## src/rtl/csp_merge11_if.sv

```systemverilog
// Handshake bundle for the two-input four-phase merge: two producer channels,
// one merged consumer channel and the delivered-token counter.
interface csp_merge11_if #(
  parameter int WIDTH = 11
);
  logic             in1_req;
  logic [WIDTH-1:0] in1_data;
  logic             in1_ack;
  logic             in2_req;
  logic [WIDTH-1:0] in2_data;
  logic             in2_ack;
  logic             out_req;
  logic [WIDTH-1:0] out_data;
  logic             out_ack;
  logic [7:0]       count;

  modport master (
    input  in1_req, in1_data, in2_req, in2_data, out_ack,
    output in1_ack, in2_ack, out_req, out_data, count
  );

  modport slave (
    output in1_req, in1_data, in2_req, in2_data, out_ack,
    input  in1_ack, in2_ack, out_req, out_data, count
  );
endinterface

```

## src/rtl/csp_merge11.sv

```systemverilog
// Four-phase two-into-one merge with round-robin arbitration and a count of
// tokens fully delivered downstream.
module csp_merge11 #(
  parameter int WIDTH = 11
) (
  input  logic         clk,
  input  logic         reset_n,
  csp_merge11_if.master bus
);

  typedef enum logic [1:0] {IDLE, SEND, RTZ} state_t;

  state_t           state, state_nx;
  logic             ack1, ack2;
  logic             last2;
  logic [WIDTH-1:0] data_q;
  logic [7:0]       cnt;
  logic             elig1, elig2, grant1, grant2;
  logic             capture, deliver;

  always_comb begin
    state_nx = state;
    capture  = 1'b0;
    deliver  = 1'b0;
    // A channel whose ack is still high has already been taken.
    elig1    = bus.in1_req & ~ack1;
    elig2    = bus.in2_req & ~ack2;
    grant1   = elig1 & (~elig2 | last2);
    grant2   = elig2 & (~elig1 | ~last2);
    case (state)
      IDLE: if (elig1 | elig2) begin
        state_nx = SEND;
        capture  = 1'b1;
      end
      SEND: if (bus.out_ack) begin
        state_nx = RTZ;
        deliver  = 1'b1;
      end
      RTZ:  if (!bus.out_ack) state_nx = IDLE;
      default: state_nx = IDLE;
    endcase
  end

  always_ff @(posedge clk or negedge reset_n) begin
    if (!reset_n) state <= IDLE;
    else          state <= state_nx;
  end

  always_ff @(posedge clk or negedge reset_n) begin
    if (!reset_n) begin
      ack1   <= 1'b0;
      ack2   <= 1'b0;
      last2  <= 1'b1;
      data_q <= '0;
      cnt    <= '0;
    end else begin
      // Input-side return-to-zero runs independently of the output FSM.
      if (ack1 && !bus.in1_req)   ack1 <= 1'b0;
      else if (capture && grant1) ack1 <= 1'b1;
      if (ack2 && !bus.in2_req)   ack2 <= 1'b0;
      else if (capture && grant2) ack2 <= 1'b1;
      if (capture) begin
        data_q <= grant1 ? bus.in1_data : bus.in2_data;
        last2  <= grant2;
      end
      if (deliver) cnt <= cnt + 8'd1;
    end
  end

  assign bus.in1_ack  = ack1;
  assign bus.in2_ack  = ack2;
  assign bus.out_req  = (state == SEND);
  assign bus.out_data = data_q;
  assign bus.count    = cnt;

endmodule

```

## src/flat_wrapper.sv

```systemverilog
// flat-port wrapper written by rule: the top's interface ports become plain ports
module csp_merge11_flat 
#(
  parameter int WIDTH = 11
)
  (clk, reset_n, bus_in1_req, bus_in1_data, bus_in2_req, bus_in2_data, bus_out_ack, bus_in1_ack, bus_in2_ack, bus_out_req, bus_out_data, bus_count);
  csp_merge11_if #(.WIDTH(WIDTH)) bus_i ();
  input  logic clk;
  input  logic reset_n;
  input wire logic [$bits(bus_i.in1_req)-1:0] bus_in1_req;
  input wire logic [$bits(bus_i.in1_data)-1:0] bus_in1_data;
  input wire logic [$bits(bus_i.in2_req)-1:0] bus_in2_req;
  input wire logic [$bits(bus_i.in2_data)-1:0] bus_in2_data;
  input wire logic [$bits(bus_i.out_ack)-1:0] bus_out_ack;
  output wire logic [$bits(bus_i.in1_ack)-1:0] bus_in1_ack;
  output wire logic [$bits(bus_i.in2_ack)-1:0] bus_in2_ack;
  output wire logic [$bits(bus_i.out_req)-1:0] bus_out_req;
  output wire logic [$bits(bus_i.out_data)-1:0] bus_out_data;
  output wire logic [$bits(bus_i.count)-1:0] bus_count;
  assign bus_i.in1_req = bus_in1_req;
  assign bus_i.in1_data = bus_in1_data;
  assign bus_i.in2_req = bus_in2_req;
  assign bus_i.in2_data = bus_in2_data;
  assign bus_i.out_ack = bus_out_ack;
  assign bus_in1_ack = bus_i.in1_ack;
  assign bus_in2_ack = bus_i.in2_ack;
  assign bus_out_req = bus_i.out_req;
  assign bus_out_data = bus_i.out_data;
  assign bus_count = bus_i.count;
  csp_merge11 #(.WIDTH(WIDTH)) u_core (.clk(clk), .reset_n(reset_n), .bus(bus_i));
endmodule
```

## config.mk

```make
export PLATFORM = sky130hd
export DESIGN_NAME = csp_merge11_flat
export DESIGN_NICKNAME = d
export VERILOG_FILES = /design/src/rtl/csp_merge11_if.sv /design/src/rtl/csp_merge11.sv /design/src/flat_wrapper.sv
export SDC_FILE = /design/constraint.sdc
export NUM_CORES = 1
export LEC_CHECK = 0
export BUFFER_PORTS_ARGS = -buffer_cell sky130_fd_sc_hd__buf_2
export CORE_AREA = 4 4 65 67
export DETAILED_ROUTE_END_ITERATION = 6
export DIE_AREA = 0 0 69 71
export SYNTH_ARGS = -nofsm -noshare
export SYNTH_HDL_FRONTEND = slang
export SYNTH_SLANG_ARGS = --single-unit
```

## constraint.sdc

```tcl
create_clock -name clk -period 2.1 [get_ports clk]
set_clock_uncertainty 0.1 [all_clocks]
set_input_delay 0.42 -clock clk [delete_from_list [all_inputs] [get_ports clk]]
set_output_delay 0.42 -clock clk [all_outputs]
set_load 0.01 [all_outputs]
```

* Word-level counts from Yosys, hierarchy flattened
Index checks and enable logic that the tools add are counted.
Word-level totals: input port bits 27, word-level logic and storage cells 47, flip-flop bits (word level) 24
Operators by class: bitwise operators 12, add/subtract/negate cells 1, equality and inequality tests 5, multiplexer cells 13, reduce and logical (&&, ||, !) cells 10
Operator list (number):
- 2-to-1 mux 11 bit | 1
- adder 8 x 1 -> 8 bit, second input constant | 1
- 2-to-1 mux 1 bit | 8
- 2-to-1 mux 2 bit | 3
- case mux 2 bit (3 select lines) | 1
- NOT 1 bit | 5
- AND 1 bit | 4
- logical AND 1 bit | 4
- != test 2 bit, second input constant | 2
- nonzero test 2 bit | 2
- OR 1 bit | 3
- AND reduction 3 bit | 1
- == test 2 x 1 -> 1 bit, second input constant | 1
- == test 2 bit, second input constant | 1
- logical NOT 1 bit | 2
- logical NOT 2 bit | 1
- != test 2 x 1 -> 1 bit, second input constant | 1

* Longest topological paths before layout
Gate-level depths: netlist of run 1.
word-level depth 8, gate-level depth with buffers 5, mapped depth without buffers 4

* Least setup slack after synthesis of run 1
Ideal clock, no wire load.
path type reg-to-reg, from reg u_core.ack2 (netlist: u_core.bus.in2_ack), to reg u_core.data_q[5] (netlist: u_core.bus.out_data[5]), setup slack 0.605 ns, setup time 0.135 ns, period minus slack after synthesis 1.495 ns, data required time 1.865 ns, data arrival time 1.261 ns, stages on the path, launching flop included 5, cells stage by stage dfrtp_1 > or3b_1 > buf_6 > a221oi_2 > a22oi_1
On the way: word-level cells in the longest chain between the ends 6
RTL lines:
- start, declared | line csp_merge11.sv:14 | logic ack1, ack2;
- start signal, assigned | line csp_merge11.sv:52 | ack2 <= 1'b0;
- start signal, assigned | line csp_merge11.sv:60 | if (ack2 && !bus.in2_req) ack2 <= 1'b0;
- start signal, assigned | line csp_merge11.sv:61 | else if (capture && grant2) ack2 <= 1'b1;
- NOT 1 bit (*) | line csp_merge11.sv:27 | elig2 = bus.in2_req & ~ack2;
- AND 1 bit (*) | line csp_merge11.sv:27
- NOT 1 bit | line csp_merge11.sv:28 | grant1 = elig1 & (~elig2 | last2);
- OR 1 bit | line csp_merge11.sv:28
- AND 1 bit | line csp_merge11.sv:28
- 2-to-1 mux 11 bit | line csp_merge11.sv:63 | data_q <= grant1 ? bus.in1_data : bus.in2_data;
- end signal, assigned | line csp_merge11.sv:63
- end, declared | line csp_merge11.sv:16 | logic [WIDTH-1:0] data_q;
Mark *: on every way between the ends. The rest lies on a longest branch, timed or not. A chain may end at the register's enable or synchronous reset.

* Final worst setup path of run 1
from reg u_core.ack2 (netlist: u_core.bus.in2_ack), to reg u_core.data_q[1] (netlist: u_core.bus.out_data[1])
Same word-level chain as after synthesis.

==> results of run 1 <==
-- power groups by stage --
stage	combinational, W	sequential [W]	clock, W
finish	0.00109	0.000802	0.000406
global route	0.00121	0.000838	0.000447
CTS	0.00110	0.000805	0.000424
detailed placement	0.00110	0.000809	0
global placement	0.00107	0.000805	0
floorplan	0.000721	0.000875	0
-- path summary, 6_finish.rpt --
path,end,slack [ns]
min in group clk,u_core.state[0],0.30
max,u_core.bus.out_data[1],0.30
max in group asynchronous,u_core.last2,1.51
min reg2reg,u_core.bus.count[7],0.37
min,u_core.bus.count[2],0.02
max reg2reg,u_core.bus.out_data[1],0.30
-- worst reg2reg max path, cell delays in order, from the launching register on --
cell,delay [ns]
dfrtp_1,0.40
or2b_1,0.53
a21o_1,0.47
a22oi_1,0.17
-- cells in the mapped netlist (2+ instances only) --
master	instances
dfrtp_1	23
inv_1	12
o21ai_0	12
a22oi_1	11
and3b_1	11
a221oi_2	10
nand2_1	6
xor2_1	5
buf_6	3
clkbuf_1	3
nand2b_1	3
nor2_1	3
buf_2	2
clkbuf_2	2
nor3_1	2
o21a_1	2
xnor2_1	2
-- routing by layer --
layer / vias up / GRT usage (%) / routed length (um)
met2: 37 / 19.8 / 1380
met3: 3 / 4.12 / 220
li1: 550 / - / -
met4: 0 / 2.39 / 17
met5: - / 0 / 0
met1: 516 / 18.7 / 1520
-- kinds of logic after synthesis --
| logic type | Yosys count |
|---|---|
| AO/OA/AOI/OAI | 41 |
| flip-flops | 24 |
| XOR/XNOR | 7 |
| multiplexers | 1 |
| buffers and inverters | 23 |
| AND/OR/NAND/NOR | 32 |
| adder cells (fa/ha/maj) | 1 |
-- flip-flops by register name, summed over array words and instances (netlist names) --
name	cells
u_core.bus.out_data	11
u_core.bus.in1_ack	1
u_core.state	2
u_core.last2	1
u_core.bus.count	8
u_core.bus.in2_ack	1
-- stage by stage --
| step | area (um^2) | power [W] | util, % | hold WS (ns) |
|---|---|---|---|---|
| after global routing | 1700 | 0.00250 | 46.8 | 0.0700 |
| final | 1700 | 0.00230 | 46.8 | 0.0241 |
| after detailed placement | 1630 | 0.00191 | 44.9 | 0.347 |
| after global placement | 1630 | 0.00188 | 44.9 | 0.333 |
| after floorplan | 1370 | 0.00160 | - | 0.0244 |
| after CTS | 1700 | 0.00233 | 46.8 | 0.0390 |
-- area by class of cell --
cell class | instances | area, um^2 | area share (%)
repair buffers | 51 | 275 | 16.2
clock inverters | 1 | 30.0 | 1.76
multi-input cells | 82 | 648 | 38.1
inverters | 12 | 45.0 | 2.65
well taps | 48 | 60.1 | 3.53
clock buffers | 3 | 41.3 | 2.43
flip-flops and latches | 24 | 602 | 35.4
-- layout by cell type, fill, tap and decap left out --
master / Yosys / routed
o21ai_0: 12 / 12
or2b_1: 1 / 1
a221oi_2: 10 / 10
and3b_1: 11 / 11
dfstp_2: 1 / 1
nor4_1: 1 / 1
buf_4: 1 / 2
a221oi_1: 1 / 1
o31ai_1: 1 / 1
xor2_1: 5 / 5
or3b_1: 1 / 1
xnor2_1: 2 / 2
nor2_1: 3 / 3
o21ba_2: 1 / 1
nand2b_1: 3 / 3
a21o_1: 1 / 1
buf_2: 2 / 48
o21a_1: 2 / 2
a22oi_1: 11 / 11
nand4b_1: 1 / 1
nor3_1: 2 / 2
or2_1: 1 / 1
mux2_2: 1 / 1
clkbuf_8: 0 / 3
a21boi_0: 1 / 1
nor3b_1: 1 / 1
inv_1: 12 / 12
nand2_1: 6 / 6
o21ai_1: 1 / 1
dfrtp_1: 23 / 23
ha_1: 1 / 1
bufinv_16: 0 / 1
nand3_1: 1 / 1
buf_12: 0 / 1
==> results.md, run 1 <==
- Status: complete, no violations
- Max Cap Viol: 0
- Clk buf depth: 2
- DR iter-0 viols: 36
- Mapped Area: 1370 um^2
- Post-synth ARST share: 100%
- WL per Instance: 14.2 um
- Worst slew pin tran: 0.752 ns
- Slowest stage delay, CP: 0.53 ns
- Worst skew pair latency: 0.27 ns
- CTS tree: yes
- Antenna Violating Nets Remaining: 0
- Crit path launch: u_core.bus.in2_ack
- CTS clk-pin slew, worst paths: 0.09 ns
- DRC viols: 0
- DP HPWL: 2310 um
- RD Place Congestion: 0.776
- Placed Cells: 217
- Final Non-Filler Cells: 221
- Number of global-route vias before repair: 1151
- Post-synthesis adder-cell area fraction: 0.915%
- Layout cells sized above 1: 39.3%
- Period minus WS final: 1.80 ns
- CP bufs+invs: 0
- Initial antenna violation count: 0
- Pwr dens: 1350 nW/um^2
- Fmax: 554 MHz
- Share of total power in the clock network: 17.7%
- Routed wire length: 3140 um
- First-pass GRT wire length: 5350 um
- Sw Pwr: 0.000896 W
- Combinational power share: 47.5%
- Crit path depth: 3
- IO Pins: 49
- CTS Hold Bufs: 0
- Number of flops mapped to enable cells by yosys: 0
- Reg2Reg Depth: 3
- WS Path Type: register to register
- Worst VDD drop: 0.000550 V
- Post-synthesis mux area share: 0.823%
- Core Footprint: 3630 um^2
- Relative slew margins: 49.9%
- Die span in x: 69 um
- Top delay family on crit path: compound AO/OA/AOI/OAI gates
- Setup TNS: 0 ns
- HP Class: input pin to asynchronous set/reset pin
- Postcts setup bufs: 0
- Total CTS buffers: 3
- Syn_area_per_cell: 10.6 um^2
- XOR/XNOR Fraction of Synth Area: 4.48%
- Antenna diodes: 0
- Synth Flop Type: dfrtp_1
- Area grow syn2layout: 24.4%
- RSZ-0062 raised after global routing: no
- Top post-synthesis cells by area: dfrtp_1, a221oi_2, and3b_1
- Fin nets: 202
- WP data required: 2.14 ns
- Sw Share: 38.9%
- Final Hold Viols: 0
- Drt pass-1 iters: 4
- Final worst-path cycle share: 85.9%
- Die area: 4900 um^2
- H-tree depth: 1
- Cell variety after synth: 34
- Final worst slack: 0.296 ns
- Syn. warnings: 0
- Register share of total power: 34.9%
- LEAKAGE: 0.867 nW
- Synth Area in Compound Gates: 25.9%
- GRT Total Usage: 13.1%
- Largest net degree at the start of global routing: 25
- Slowest cell on crit path: or2b_1
- Vert. Die Dim: 71 um
- Crit path max fanout: 13
- Pint: 0.00141 W
- Pre-CTS WS: 0.114 ns
- Std-Cell Rows: 22
- Yosys reg bits: 24
- Routed vias/inst: 5.00
- GRT overflow: 0
- Crit. End Element: register
- Fill cells: 355
- Port buffer count: 48
- Initial Utilization: 37.6%
- CTS Root Buffer Type: clkbuf_8
- Slew Limit Fails: 0
- Area leader, netlist: dfrtp_1
- Setup violators final: 0
- Cells after Synth: 129
- Top-area cell type share of the netlist area: 42.1%
- Largest family of logic cells by synthesized area: compound AO/OA/AOI/OAI gates
- Post-Synthesis Net Count: 157
- Crit path DAT: 1.84 ns
- Sink Count: 24
- Crit-path cells: or2b_1 -> a21o_1 -> a22oi_1
- CTS resizes: 0
- Seq/Total Area, Yosys: 44.0%
- Worst R2R Start: u_core.bus.in2_ack
- Post-Synth Simple-Gate Area: 15.3%
- Critical Path Source Type: register
- Vias: 1106
Note: power is estimated with default switching activity, not from simulation.
==> run 2, diff against run 1 <==
--- a/config.mk
+++ b/config.mk
@@ -6,9 +6,10 @@
 export NUM_CORES = 1
 export LEC_CHECK = 0
 export BUFFER_PORTS_ARGS = -buffer_cell sky130_fd_sc_hd__buf_2
-export CORE_AREA = 4 4 65 67
+export CORE_AREA = 4 4 58 60
 export DETAILED_ROUTE_END_ITERATION = 6
-export DIE_AREA = 0 0 69 71
+export DIE_AREA = 0 0 62 64
+export PLACE_DENSITY = 0.77
 export SYNTH_ARGS = -nofsm -noshare
 export SYNTH_HDL_FRONTEND = slang
 export SYNTH_SLANG_ARGS = --single-unit
==> run 2 against run 1 <==
  * Die area decreased by 19%
  * Global-route usage increased by 3.5 points
  * First-iteration DRC count increased by 2.8%
  * Setup slack improved by 0.088 ns
  * Register-to-register slack improved by 0.09 ns
  * Sequential share of layout area increased by 0.88 points
  * Via count increased by 5.6%
==> results.md, run 2 (synthesis results as in run 1) <==
- Placed Cells: 204 (-6.0%)
- First-pass GRT wire length: 5060 um (-5.4%)
- Clk buf depth: 2 (unchanged)
- Worst VDD drop: 0.000864 V (+57%)
- CP bufs+invs: 0 (unchanged)
- Fin nets: 205 (+1.5%)
- Share of total power in the clock network: 11.4% (-6.3 points)
- LEAKAGE: 0.860 nW (-0.77%)
- Fmax: 583 MHz (+5.1%)
- Core Footprint: 2930 um^2 (-19%)
- Commonest non-fill, non-tap cell in the layout: buf_2
- CTS resizes: 0 (unchanged)
- HP Class: input pin to register
- Antenna diodes: 0 (unchanged)
- Sink Count: 24 (unchanged)
- Period minus WS final: 1.72 ns (-0.0875 ns)
- Status: complete, no violations
- Initial Utilization: 46.7% (+9.1 points)
- Routed wire length: 3070 um (-2.1%)
- Crit path max fanout: 11 (-2)
- WP data required: 2.19 ns (+0.05 ns)
- Vias: 1168 (+5.6%)
- CTS Root Buffer Type: clkbuf_4
- CTS tree: yes
- Pwr dens: 1290 nW/um^2 (-4.7%)
- Std-Cell Rows: 20 (-9.1%)
- Drt pass-1 iters: 4 (unchanged)
- Combinational power share: 50.5% (+3.0 points)
- Port buffer count: 48 (unchanged)
- Sw Pwr: 0.000878 W (-2.0%)
- H-tree depth: 1 (unchanged)
- Final worst-path cycle share: 81.7% (-4.2 points)
- Setup violators final: 0 (unchanged)
- RSZ-0062 raised after global routing: no
- Relative slew margins: 64.7% (+15 points)
- Utilization after layout: 56.7% (+9.9 points)
- Slowest stage delay, CP: 0.62 ns (+0.09 ns)
- IO Pins: 49 (unchanged)
- Antenna Violating Nets Remaining: 0 (unchanged)
- Crit. End Element: register
- Routed vias/inst: 5.59 (+12%)
- Largest net degree at the start of global routing: 25 (unchanged)
- Critical Path Source Type: register
- WS Path Type: register to register
- Max Cap Viol: 0 (unchanged)
- Layout cells sized above 1: 39.8% (+0.47 points)
- Slowest cell on crit path: or3b_1
- CTS clk-pin slew, worst paths: 0.13 ns (+0.04 ns)
- Die span in x: 62 um (-10%)
- Fill cells: 274 (-23%)
- Die area: 3970 um^2 (-19%)
- Register share of total power: 38.1% (+3.2 points)
- RD Place Congestion: 0.717 (-7.6%)
- DR iter-0 viols: 37 (+2.8%)
- DP HPWL: 2390 um (+3.7%)
- GRT Total Usage: 16.7% (+3.5 points)
- Vert. Die Dim: 64 um (-9.9%)
- Worst slew pin tran: 0.530 ns (-0.222 ns)
- Final Hold Viols: 0 (unchanged)
- Area grow syn2layout: 21.4%
- Total CTS buffers: 3 (unchanged)
- Top delay family on crit path: simple AND/OR/NAND/NOR gates
- DRC viols: 0 (unchanged)
- Slew Limit Fails: 0 (unchanged)
- Number of global-route vias before repair: 1174 (+2.0%)
- Crit path DAT: 1.80 ns (-0.04 ns)
- Final Non-Filler Cells: 209 (-5.4%)
- Worst skew pair latency: 0.31 ns (+0.04 ns)
- Pint: 0.00126 W (-10%)
- Sw Share: 41.1% (+2.1 points)
- GRT overflow: 0 (unchanged)
- WL per Instance: 14.7 um (+3.5%)
- Max reg flops: 11 (unchanged)
- Initial antenna violation count: 0 (unchanged)
- Setup TNS: 0 ns (unchanged)
- Commonest non-fill, non-tap cells in the layout: buf_2, dfrtp_1, inv_1, o21ai_0
- Postcts setup bufs: 0 (unchanged)
- Crit-path cells: or3b_1 -> a221oi_2 -> a22oi_1
-- run 2: cell type report --
cell class                 count  area, um^2  area share (%)
multi-input combinational     82         648            39.0
tap                           33        41.3            2.49
sequential                    24         602            36.2
timing repair buffer          54         288            17.3
inverter                      12        45.0            2.71
clock buffer                   4        36.3            2.19
-- run 2: stage by stage --
stage | worst slack [ns] | hold WS (ns) | total power (W) | cell area, um^2
CTS | 0.376 | 0.228 | 0.00217 | 1660
detailed placement | 0.309 | 0.340 | 0.00192 | 1610
global route | 0.255 | 0.235 | 0.00232 | 1660
global placement | 0.357 | 0.322 | 0.00186 | 1610
floorplan | 0.605 | 0.0244 | 0.00160 | 1370
finish | 0.383 | 0.237 | 0.00214 | 1660
-- run 2: power by group through the flow --
| stage | Clock, W | Combinational, W | Sequential [W] |
|---|---|---|---|
| 2_1_floorplan | 0 | 0.000721 | 0.000875 |
| 3_3_place_gp | 0 | 0.00105 | 0.000815 |
| 3_5_place_dp | 0 | 0.00109 | 0.000824 |
| 4_1_cts | 0.000255 | 0.00110 | 0.000815 |
| 5_1_grt | 0.000269 | 0.00121 | 0.000847 |
| 6_report | 0.000244 | 0.00108 | 0.000815 |
-- run 2: metal layers --
| layer | track usage, % | share of wire (%) |
|---|---|---|
| met1 | 19.9 | 41 |
| met2 | 30.1 | 51 |
| met3 | 3.03 | 7.4 |
| met4 | 3.18 | 0.36 |
| met5 | 0 | 0 |
-- run 2: what timing repair did --
action                                  in CTS  in global routing
endpoints found under the setup margin       0                  0
hold endpoints to repair                    23                  0
hold buffers                                 1                  0
-- run 2: worst paths after layout --
path	from	slack, ns	end	cells past startpoint
setup / recovery	u_core.bus.in2_ack	0.38	u_core.bus.out_data[2]	3
hold / removal	bus_in2_req	0.24	u_core.bus.in2_ack	2
setup reg to reg	u_core.bus.in2_ack	0.38	u_core.bus.out_data[2]	3
hold reg to reg	u_core.bus.count[7]	0.38	u_core.bus.count[7]	1
max in group asynchronous	reset_n	1.04	u_core.last2	2
min in group asynchronous	reset_n	0.49	u_core.bus.count[2]	2
